## src/rtl/multi_greeter_pkg.sv

```systemverilog
// -----------------------------------------------------------------------------
// multi_greeter_pkg
//   Shared definitions for the multi_greeter serial responder:
//   - default geometry (byte width, message count, max message length)
//   - derived widths (IDX_W for the character counter, MSG_W for message index,
//     ADDR_W for the message ROM)
//   - FSM state encoding
//   - trigger table TRIG, length table LEN and the message text
//   - helpers that clamp lengths and build ROM contents at elaboration time
// -----------------------------------------------------------------------------
package multi_greeter_pkg;

    localparam int DEF_DATA_W      = 8;
    localparam int DEF_NUM_MSGS    = 4;
    localparam int DEF_MSG_LEN_MAX = 16;

    // Widths are floored at 1 so single-entry configurations still elaborate.
    localparam int IDX_W     = (DEF_MSG_LEN_MAX > 1) ? $clog2(DEF_MSG_LEN_MAX) : 1;
    localparam int MSG_W     = (DEF_NUM_MSGS > 1) ? $clog2(DEF_NUM_MSGS) : 1;
    localparam int ROM_DEPTH = DEF_NUM_MSGS * DEF_MSG_LEN_MAX;
    localparam int ADDR_W    = (ROM_DEPTH > 1) ? $clog2(ROM_DEPTH) : 1;

    typedef enum logic [1:0] {
        ST_IDLE  = 2'd0,
        ST_FETCH = 2'd1,
        ST_SEND  = 2'd2,
        ST_HOLD  = 2'd3
    } state_t;

    // Trigger characters: 'h', 'b', 'k', 'q'.
    localparam logic [DEF_DATA_W-1:0] TRIG [DEF_NUM_MSGS] = '{8'h68, 8'h62, 8'h6B, 8'h71};

    // Message lengths in characters. Zero is illegal; values above
    // DEF_MSG_LEN_MAX are clamped.
    localparam int LEN [DEF_NUM_MSGS] = '{14, 5, 4, 3};

    // Message text, right-aligned in a DEF_MSG_LEN_MAX-byte field
    // (first character is the most significant used byte).
    localparam logic [DEF_MSG_LEN_MAX*8-1:0] MSG_TEXT [DEF_NUM_MSGS] = '{
        {16'h0,  "Hello World!\r\n"},
        {88'h0,  "Bye\r\n"},
        {96'h0,  "OK\r\n"},
        {104'h0, "?\r\n"}
    };

    function automatic int clamp_len(input int m);
        int l;
        l = LEN[m];
        if (l > DEF_MSG_LEN_MAX) l = DEF_MSG_LEN_MAX;
        return l;
    endfunction

    // Index of the final character; an illegal zero length degrades to a
    // one-character message so the counter can never run past the slot.
    function automatic logic [IDX_W-1:0] last_idx(input int m);
        int l;
        l = clamp_len(m);
        if (l < 1) l = 1;
        return IDX_W'(l - 1);
    endfunction

    // Character k of message m; slots past the message length read as zero.
    function automatic logic [DEF_DATA_W-1:0] rom_byte(input int m, input int k);
        logic [DEF_MSG_LEN_MAX*8-1:0] t;
        int l;
        l = clamp_len(m);
        // Left-align the text so character k sits at a fixed offset.
        t = MSG_TEXT[m] << ((DEF_MSG_LEN_MAX - l) * 8);
        if (k >= l) return '0;
        return DEF_DATA_W'(t[(DEF_MSG_LEN_MAX-1-k)*8 +: 8]);
    endfunction

endpackage

```

## src/rtl/multi_greeter_rom.sv

```systemverilog
// -----------------------------------------------------------------------------
// msg_rom
//   Registered-output message ROM, ROM_DEPTH x DEF_DATA_W. Message m occupies
//   addresses m*DEF_MSG_LEN_MAX .. m*DEF_MSG_LEN_MAX+DEF_MSG_LEN_MAX-1.
//   Ports:
//     clk      in  clock; letter updates on the rising edge
//     address  in  ADDR_W  read address
//     letter   out DEF_DATA_W  byte at the address sampled on the previous edge
// -----------------------------------------------------------------------------
module msg_rom
    import multi_greeter_pkg::*;
(
    input  logic                  clk,
    input  logic [ADDR_W-1:0]     address,
    output logic [DEF_DATA_W-1:0] letter
);

    logic [DEF_DATA_W-1:0] rom_table [ROM_DEPTH];

    genvar gi;
    generate
        for (gi = 0; gi < ROM_DEPTH; gi++) begin : g_rom
            assign rom_table[gi] = rom_byte(gi / DEF_MSG_LEN_MAX, gi % DEF_MSG_LEN_MAX);
        end
    endgenerate

    always_ff @(posedge clk) begin
        letter <= rom_table[address];
    end

endmodule

```

## src/rtl/multi_greeter.sv

```systemverilog
// -----------------------------------------------------------------------------
// multi_greeter
//   Serial responder between UART RX and TX. A received byte matching a
//   trigger queues its message (one-deep pending slot); the FSM then streams
//   the message out byte by byte over the tx_busy/new_tx handshake.
//   Ports:
//     clk        in   clock
//     rst_n      in   asynchronous active-low reset
//     new_rx     in   rx_data valid strobe
//     rx_data    in   DATA_W received byte
//     tx_busy    in   TX cannot take a byte this cycle
//     new_tx     out  tx_data valid strobe (combinational in SEND)
//     tx_data    out  DATA_W byte to transmit
//     busy       out  FSM not idle
//     msg_done   out  pulse with the last byte of a message
//     trig_drop  out  pulse when a matching trigger was discarded
//   Parameters must match the package defaults the tables are built for.
// -----------------------------------------------------------------------------
module multi_greeter
    import multi_greeter_pkg::*;
#(
    parameter int DATA_W      = DEF_DATA_W,
    parameter int NUM_MSGS    = DEF_NUM_MSGS,
    parameter int MSG_LEN_MAX = DEF_MSG_LEN_MAX
) (
    input  logic              clk,
    input  logic              rst_n,
    input  logic              new_rx,
    input  logic [DATA_W-1:0] rx_data,
    input  logic              tx_busy,
    output logic              new_tx,
    output logic [DATA_W-1:0] tx_data,
    output logic              busy,
    output logic              msg_done,
    output logic              trig_drop
);

    state_t            state_reg, state_next;
    logic [IDX_W-1:0]  char_idx_reg, char_idx_next;
    logic [MSG_W-1:0]  cur_msg_reg, cur_msg_next;
    logic              pend_valid_reg, pend_valid_next;
    logic [MSG_W-1:0]  pend_idx_reg, pend_idx_next;
    logic              trig_drop_reg, trig_drop_next;
    logic [DATA_W-1:0] tx_hold_reg, tx_hold_next;

    logic [NUM_MSGS-1:0] match_vec;
    logic                hit;
    logic [MSG_W-1:0]    hit_idx;
    logic                consume;
    logic                new_tx_c;
    logic                msg_done_c;
    logic [ADDR_W-1:0]   rom_addr;
    logic [DATA_W-1:0]   letter;

    genvar gi;
    generate
        for (gi = 0; gi < NUM_MSGS; gi++) begin : g_trig
            assign match_vec[gi] = new_rx && (rx_data == TRIG[gi]);

            always_ff @(posedge clk) begin
                assert (LEN[gi] != 0)
                    else $error("multi_greeter: message %0d has zero length", gi);
            end
        end
    endgenerate

    always_ff @(posedge clk) begin
        assert (NUM_MSGS == DEF_NUM_MSGS && MSG_LEN_MAX == DEF_MSG_LEN_MAX
                && DATA_W == DEF_DATA_W)
            else $error("multi_greeter: parameters differ from table geometry");
    end

    // Descending scan so the lowest matching index wins on duplicates.
    always_comb begin
        hit_idx = '0;
        for (int i = NUM_MSGS - 1; i >= 0; i--) begin
            if (match_vec[i]) hit_idx = MSG_W'(i);
        end
    end
    assign hit = |match_vec;

    assign rom_addr = ADDR_W'(cur_msg_reg) * ADDR_W'(MSG_LEN_MAX) + ADDR_W'(char_idx_reg);

    msg_rom u_rom (
        .clk     (clk),
        .address (rom_addr),
        .letter  (letter)
    );

    // Next-state / output logic.
    always_comb begin
        state_next    = state_reg;
        char_idx_next = char_idx_reg;
        cur_msg_next  = cur_msg_reg;
        consume       = 1'b0;
        new_tx_c      = 1'b0;
        msg_done_c    = 1'b0;
        case (state_reg)
            ST_IDLE: begin
                if (pend_valid_reg) begin
                    consume       = 1'b1;
                    cur_msg_next  = pend_idx_reg;
                    char_idx_next = '0;
                    state_next    = ST_FETCH;
                end
            end
            ST_FETCH: begin
                state_next = ST_SEND;
            end
            ST_SEND: begin
                if (!tx_busy) begin
                    new_tx_c = 1'b1;
                    if (char_idx_reg == last_idx(int'(cur_msg_reg))) begin
                        msg_done_c = 1'b1;
                        state_next = ST_IDLE;
                    end else begin
                        char_idx_next = char_idx_reg + IDX_W'(1);
                        state_next    = ST_HOLD;
                    end
                end
            end
            ST_HOLD: begin
                state_next = ST_FETCH;
            end
            default: begin
                state_next = ST_IDLE;
            end
        endcase
    end

    // Pending slot: a trigger may replace an entry that IDLE is consuming in
    // the same cycle; otherwise an occupied slot causes the trigger to drop.
    always_comb begin
        pend_valid_next = pend_valid_reg;
        pend_idx_next   = pend_idx_reg;
        trig_drop_next  = 1'b0;
        if (consume) pend_valid_next = 1'b0;
        if (hit) begin
            if (!pend_valid_reg || consume) begin
                pend_valid_next = 1'b1;
                pend_idx_next   = hit_idx;
            end else begin
                trig_drop_next = 1'b1;
            end
        end
    end

    assign tx_hold_next = new_tx_c ? letter : tx_hold_reg;

    always_ff @(posedge clk or negedge rst_n) begin
        if (!rst_n) begin
            state_reg      <= ST_IDLE;
            char_idx_reg   <= '0;
            cur_msg_reg    <= '0;
            pend_valid_reg <= 1'b0;
            pend_idx_reg   <= '0;
            trig_drop_reg  <= 1'b0;
            tx_hold_reg    <= '0;
        end else begin
            state_reg      <= state_next;
            char_idx_reg   <= char_idx_next;
            cur_msg_reg    <= cur_msg_next;
            pend_valid_reg <= pend_valid_next;
            pend_idx_reg   <= pend_idx_next;
            trig_drop_reg  <= trig_drop_next;
            tx_hold_reg    <= tx_hold_next;
        end
    end

    assign new_tx    = new_tx_c;
    assign msg_done  = msg_done_c;
    assign busy      = (state_reg != ST_IDLE);
    assign trig_drop = trig_drop_reg;
    // The ROM register is not reset, so outside SEND the last sent byte
    // (zero after reset) is shown instead.
    assign tx_data   = (state_reg == ST_SEND) ? letter : tx_hold_reg;

endmodule

```

## config.mk

```make
export PLATFORM = sky130hd
export DESIGN_NAME = multi_greeter
export DESIGN_NICKNAME = d
export VERILOG_FILES = /design/src/rtl/multi_greeter_pkg.sv /design/src/rtl/multi_greeter_rom.sv /design/src/rtl/multi_greeter.sv
export SDC_FILE = /design/constraint.sdc
export NUM_CORES = 1
export LEC_CHECK = 0
export ABC_AREA = 1
export CAP_MARGIN = 20
export CORE_AREA = 2 2 70 78
export CTS_CLUSTER_DIAMETER = 30
export DETAILED_ROUTE_END_ITERATION = 10
export DIE_AREA = 0 0 72 80
export SETUP_SLACK_MARGIN = 0.3
export SKIP_CTS_REPAIR_TIMING = 1
export SLEW_MARGIN = 15
export SYNTH_ARGS = -nofsm -noshare
export SYNTH_HDL_FRONTEND = slang
export SYNTH_HIERARCHICAL = 1
export SYNTH_SLANG_ARGS = --single-unit
```

## constraint.sdc

```tcl
create_clock -name clk -period 2.55 [get_ports clk]
set_input_delay 0.255 -clock clk [delete_from_list [all_inputs] [get_ports clk]]
set_output_delay 0.255 -clock clk [all_outputs]
set_load 0.05 [all_outputs]
```

==> results.md <==
| Parameter | Value | Unit |
| --- | --- | --- |
| Run status | completed | - |
| CTS Buf Count | 3 | - |
| Root cell of the clock tree | sky130_fd_sc_hd__clkbuf_8 | - |
| PortBufs | 23 | - |
| Worst setup slack after layout | 0.398 | ns |
| Synthesized netlist net count | 302 | - |
| Highest-count cells in the layout ignoring fill and taps | sky130_fd_sc_hd__nand2_1 (90), sky130_fd_sc_hd__inv_1 (41), sky130_fd_sc_hd__dfrtp_1 (20) | - |
| Setup slack after placement | 0.332 | ns |
| Combinational family with the most area after synthesis | simple AND/OR/NAND/NOR gates | - |
| P&R area growth vs syn | 16.6 | % |
| Final period util | 84.4 | % |
| Post-synthesis xor/xnor area fraction | 0.909 | % |
| Initial DRT Pass Iterations | 4 | - |
| Post-layout utilization of the core | 45.2 | % |
| Post-synthesis share of cell area spent on and, or, nand and nor gates | 33.0 | % |
| Core Rows | 27 | - |
| Most common cell after layout, fill and taps aside | sky130_fd_sc_hd__nand2_1 | - |
| Ratio of total power to cell area | 1110 | mW/mm^2 |
| Crit path to | busy | - |
| Post-synthesis sequential area ratio | 33.2 | % |
| Fraction of registers with async set/reset | 74.1 | % |
| Post-DP HPWL | 3.07 | mm |
| Startpoint of the worst register-to-register path | char_idx_reg[1]$_DFFE_PN0P_ | - |
| Routed wire length | 3.96 | mm |
| Gate count after technology mapping | 280 | - |
| Leakage power summed over all cells | 1.20 | nW |
| RSZ-0062 raised after global routing | false | - |
| Global-route usage over all layers | 14.9 | % |
| Final design area excluding fillers | 0.00225 | mm^2 |
| Placed cell areas | 0.00218 | mm^2 |
| Largest stage delay on the critical path | 0.83 | ns |
| Average cell area after synthesis | 6.88 | um^2 |
| Floorplan Core Area | 0.00497 | mm^2 |
| Vias in the first global route | 1644 | - |
| Via Count | 1756 | - |
| Insertion delay to the later sink of the worst-skew pair | 0.27 | ns |
| Category of the critical setup timing path | reg -> out | - |
| RePlAce Congestion | 0.819 | - |
| Worst path buffer plus inverter count | 3 | - |
| Fin cells | 360 | - |
| Tightest Hold Check Type | in -> async | - |
| Setup Skew | 0.00536 | ns |
| Compound-Gate Fraction of Synth Area | 13.4 | % |
| Setup Total Neg Slack | 0 | ns |
| DRC | 0 | - |
| Largest register FFs | 8 | - |
| Initial drt markers | 87 | - |
| Logic depth of the worst register-to-register path | 7 | - |
| CP Depth | 4 | - |
| Number of synthesized flops with an enable pin | 0 | - |
| Initial Util | 38.8 | % |
| CTS tree | yes | - |
| Worst hold slack after final layout | 0.324 | ns |
| Final #Nets | 325 | - |
| Worst-case headroom to the max-slew limit | 56.9 | % |
| R2R Setup Slk | 0.88 | ns |
| Clock-pin slew reported for the worst setup and hold paths after clock tree synthesis | 0.09 | ns |
| Vert. Die Dim | 80 | um |
| Mapped cell area | 0.00193 | mm^2 |
| Global-route wire length before repair | 6.99 | mm |
| Routed len/inst | 11.0 | um |
| Sink count of the clock tree | 27 | - |
| Yosys warnings | 6 | - |
| Worst path top cell family by delay | buffers and inverters | - |
| Multiplexer area fraction after synthesis | 0 | % |
| Arithmetic-cell share of the synthesized area counting full adders, half adders and majority gates | 6.49 | % |
| # H-tree levels | 1 | - |
| Critical path capture point type | primary output | - |
| Maximum count of clock buffers along a single path | 2 | - |
| Cell with the largest stage delay on the worst path | sky130_fd_sc_hd__clkdlybuf4s50_1 | - |
| Fraction of layout cells with a size suffix above 1 | 13.2 | % |
| Cell mode on critical path | sky130_fd_sc_hd__inv_1 | - |
| VDD IR max | 0.000370 | V |
| Minimum period implied by the final worst setup slack | 2.15 | ns |
| # IOs | 24 | - |
| Count of inserted antenna diode cells | 0 | - |
| Reg-to-Reg End | u_rom/letter[1]$_DFF_P_ | - |
| Largest net degree at the start of global routing | 22 | - |
| Final setup violation count | 0 | - |
| Cell-by-cell trace of the critical path | inv_1, ha_1, inv_1, clkdlybuf4s50_1 | - |
| Max_cap viols | 0 | - |
| Antenna violations before repair | 0 | - |
| Slew at the pin closest to its max-slew limit | 0.646 | ns |
| Die footprint | 0.00576 | mm^2 |
| Die extent in x | 72 | um |
| Nature of the critical path startpoint | flop | - |
| Total power after layout | 2.50 | mW |
| Crit-path max FO | 3 | - |
| Share of the synthesized area in the top cell type | 26.0 | % |
| Layout fillers | 525 | - |
| Post-Place Cells | 356 | - |
| Max Freq | 465 | MHz |
| Global-route congestion overflow total | 0 | - |
| Source of the critical timing path | state_reg[1]$_DFFE_PN0P_ | - |
| CP arrival | 1.90 | ns |
| Cell types occupying the most area after synthesis | sky130_fd_sc_hd__dfrtp_1 (26%), sky130_fd_sc_hd__nand2_1 (18%), sky130_fd_sc_hd__inv_1 (8.0%), sky130_fd_sc_hd__dfxtp_1 (7.3%), sky130_fd_sc_hd__ha_1 (6.5%) | - |
| Count of pins over their slew limit | 0 | - |
| Flip-flop and latch count after synthesis | 27 | - |
| Primary FF master, synth | sky130_fd_sc_hd__dfrtp_1 | - |
| Post-DR vias/cell | 4.88 | - |
| Count of unique library cells instantiated by Yosys | 32 | - |
| Final-report hold violation count | 0 | - |
| Antenna Violating Nets Remaining | 0 | - |
| Post-synth top area cell | sky130_fd_sc_hd__dfrtp_1 | - |
| Req. time, crit path | 2.30 | ns |
[worst min-delay path by stage]
stage	slack, ns	depth (start not counted)	from	end
after floorplan	-0.04	0	rst_n	char_idx_reg[0]$_DFFE_PN0P_
after global placement	0.45	2	u_rom/letter[4]$_DFF_P_	tx_hold_reg[4]$_DFFE_PN0P_
after detailed placement	0.46	2	u_rom/letter[1]$_DFF_P_	tx_hold_reg[1]$_DFFE_PN0P_
after CTS	0.33	2	rst_n	state_reg[1]$_DFFE_PN0P_
after global routing	0.33	2	rst_n	char_idx_reg[0]$_DFFE_PN0P_
final	0.32	2	rst_n	tx_hold_reg[6]$_DFFE_PN0P_
[metal layers]
metal	global-route usage (%)	vias to the layer above	share of wire (%)
met5	0	-	0
met4	0.566	0	0
met3	2.78	0	4.7
met2	28.6	32	51
met1	17.9	802	44
li1	-	922	-
[area by class of cell]
class	instances	area, um^2	share of cell area, %
inverters	48	185	8.25
well taps	58	72.6	3.23
clock inverters	1	7.51	0.334
flip-flops and latches	27	641	28.5
multi-input cells	198	1050	46.8
clock buffers	3	41.3	1.84
repair buffers	25	248	11.0
[cells in the mapped netlist (2+ instances only)]
| cell type | number |
|---|---|
| sky130_fd_sc_hd__dfrtp_1 | 20 |
| sky130_fd_sc_hd__nand3_1 | 16 |
| sky130_fd_sc_hd__a21oi_1 | 7 |
| sky130_fd_sc_hd__nor2_2 | 2 |
| sky130_fd_sc_hd__o21ai_2 | 9 |
| sky130_fd_sc_hd__o21ai_0 | 15 |
| sky130_fd_sc_hd__inv_1 | 41 |
| sky130_fd_sc_hd__nand2_1 | 90 |
| sky130_fd_sc_hd__nand4_1 | 6 |
| sky130_fd_sc_hd__dfxtp_1 | 7 |
| sky130_fd_sc_hd__nor2_1 | 20 |
| sky130_fd_sc_hd__nor3_1 | 2 |
| sky130_fd_sc_hd__buf_6 | 3 |
| sky130_fd_sc_hd__inv_2 | 6 |
| sky130_fd_sc_hd__nor3_2 | 2 |
| sky130_fd_sc_hd__o21ai_1 | 4 |
| sky130_fd_sc_hd__o22ai_1 | 2 |
| sky130_fd_sc_hd__ha_1 | 10 |
| sky130_fd_sc_hd__clkbuf_1 | 2 |
| sky130_fd_sc_hd__o211ai_1 | 3 |
| sky130_fd_sc_hd__nand3_2 | 2 |
[worst register-to-register path, stage by stage (launching register included)]
cell and delay, ns:
sky130_fd_sc_hd__dfrtp_1 0.56, sky130_fd_sc_hd__inv_1 0.22, sky130_fd_sc_hd__ha_1 0.37, sky130_fd_sc_hd__inv_1 0.07, sky130_fd_sc_hd__o211ai_1 0.15, sky130_fd_sc_hd__nand2_1 0.09
sky130_fd_sc_hd__nand2_1 0.06, sky130_fd_sc_hd__nand2_1 0.05
[power by group]
| group | switching (mW) | internal (mW) |
|---|---|---|
| registers | 0.115 | 0.588 |
| clock network | 0.134 | 0.111 |
| logic | 1.04 | 0.506 |
| total | 1.29 | 1.20 |
[cell families after synthesis]
logic type | Yosys count
AO/OA/AOI/OAI | 42
XOR/XNOR | 2
adder cells (fa/ha/maj) | 10
buffers and inverters | 55
flip-flops | 27
other | 1
AND/OR/NAND/NOR | 143
(Power assumes the default switching activity.)
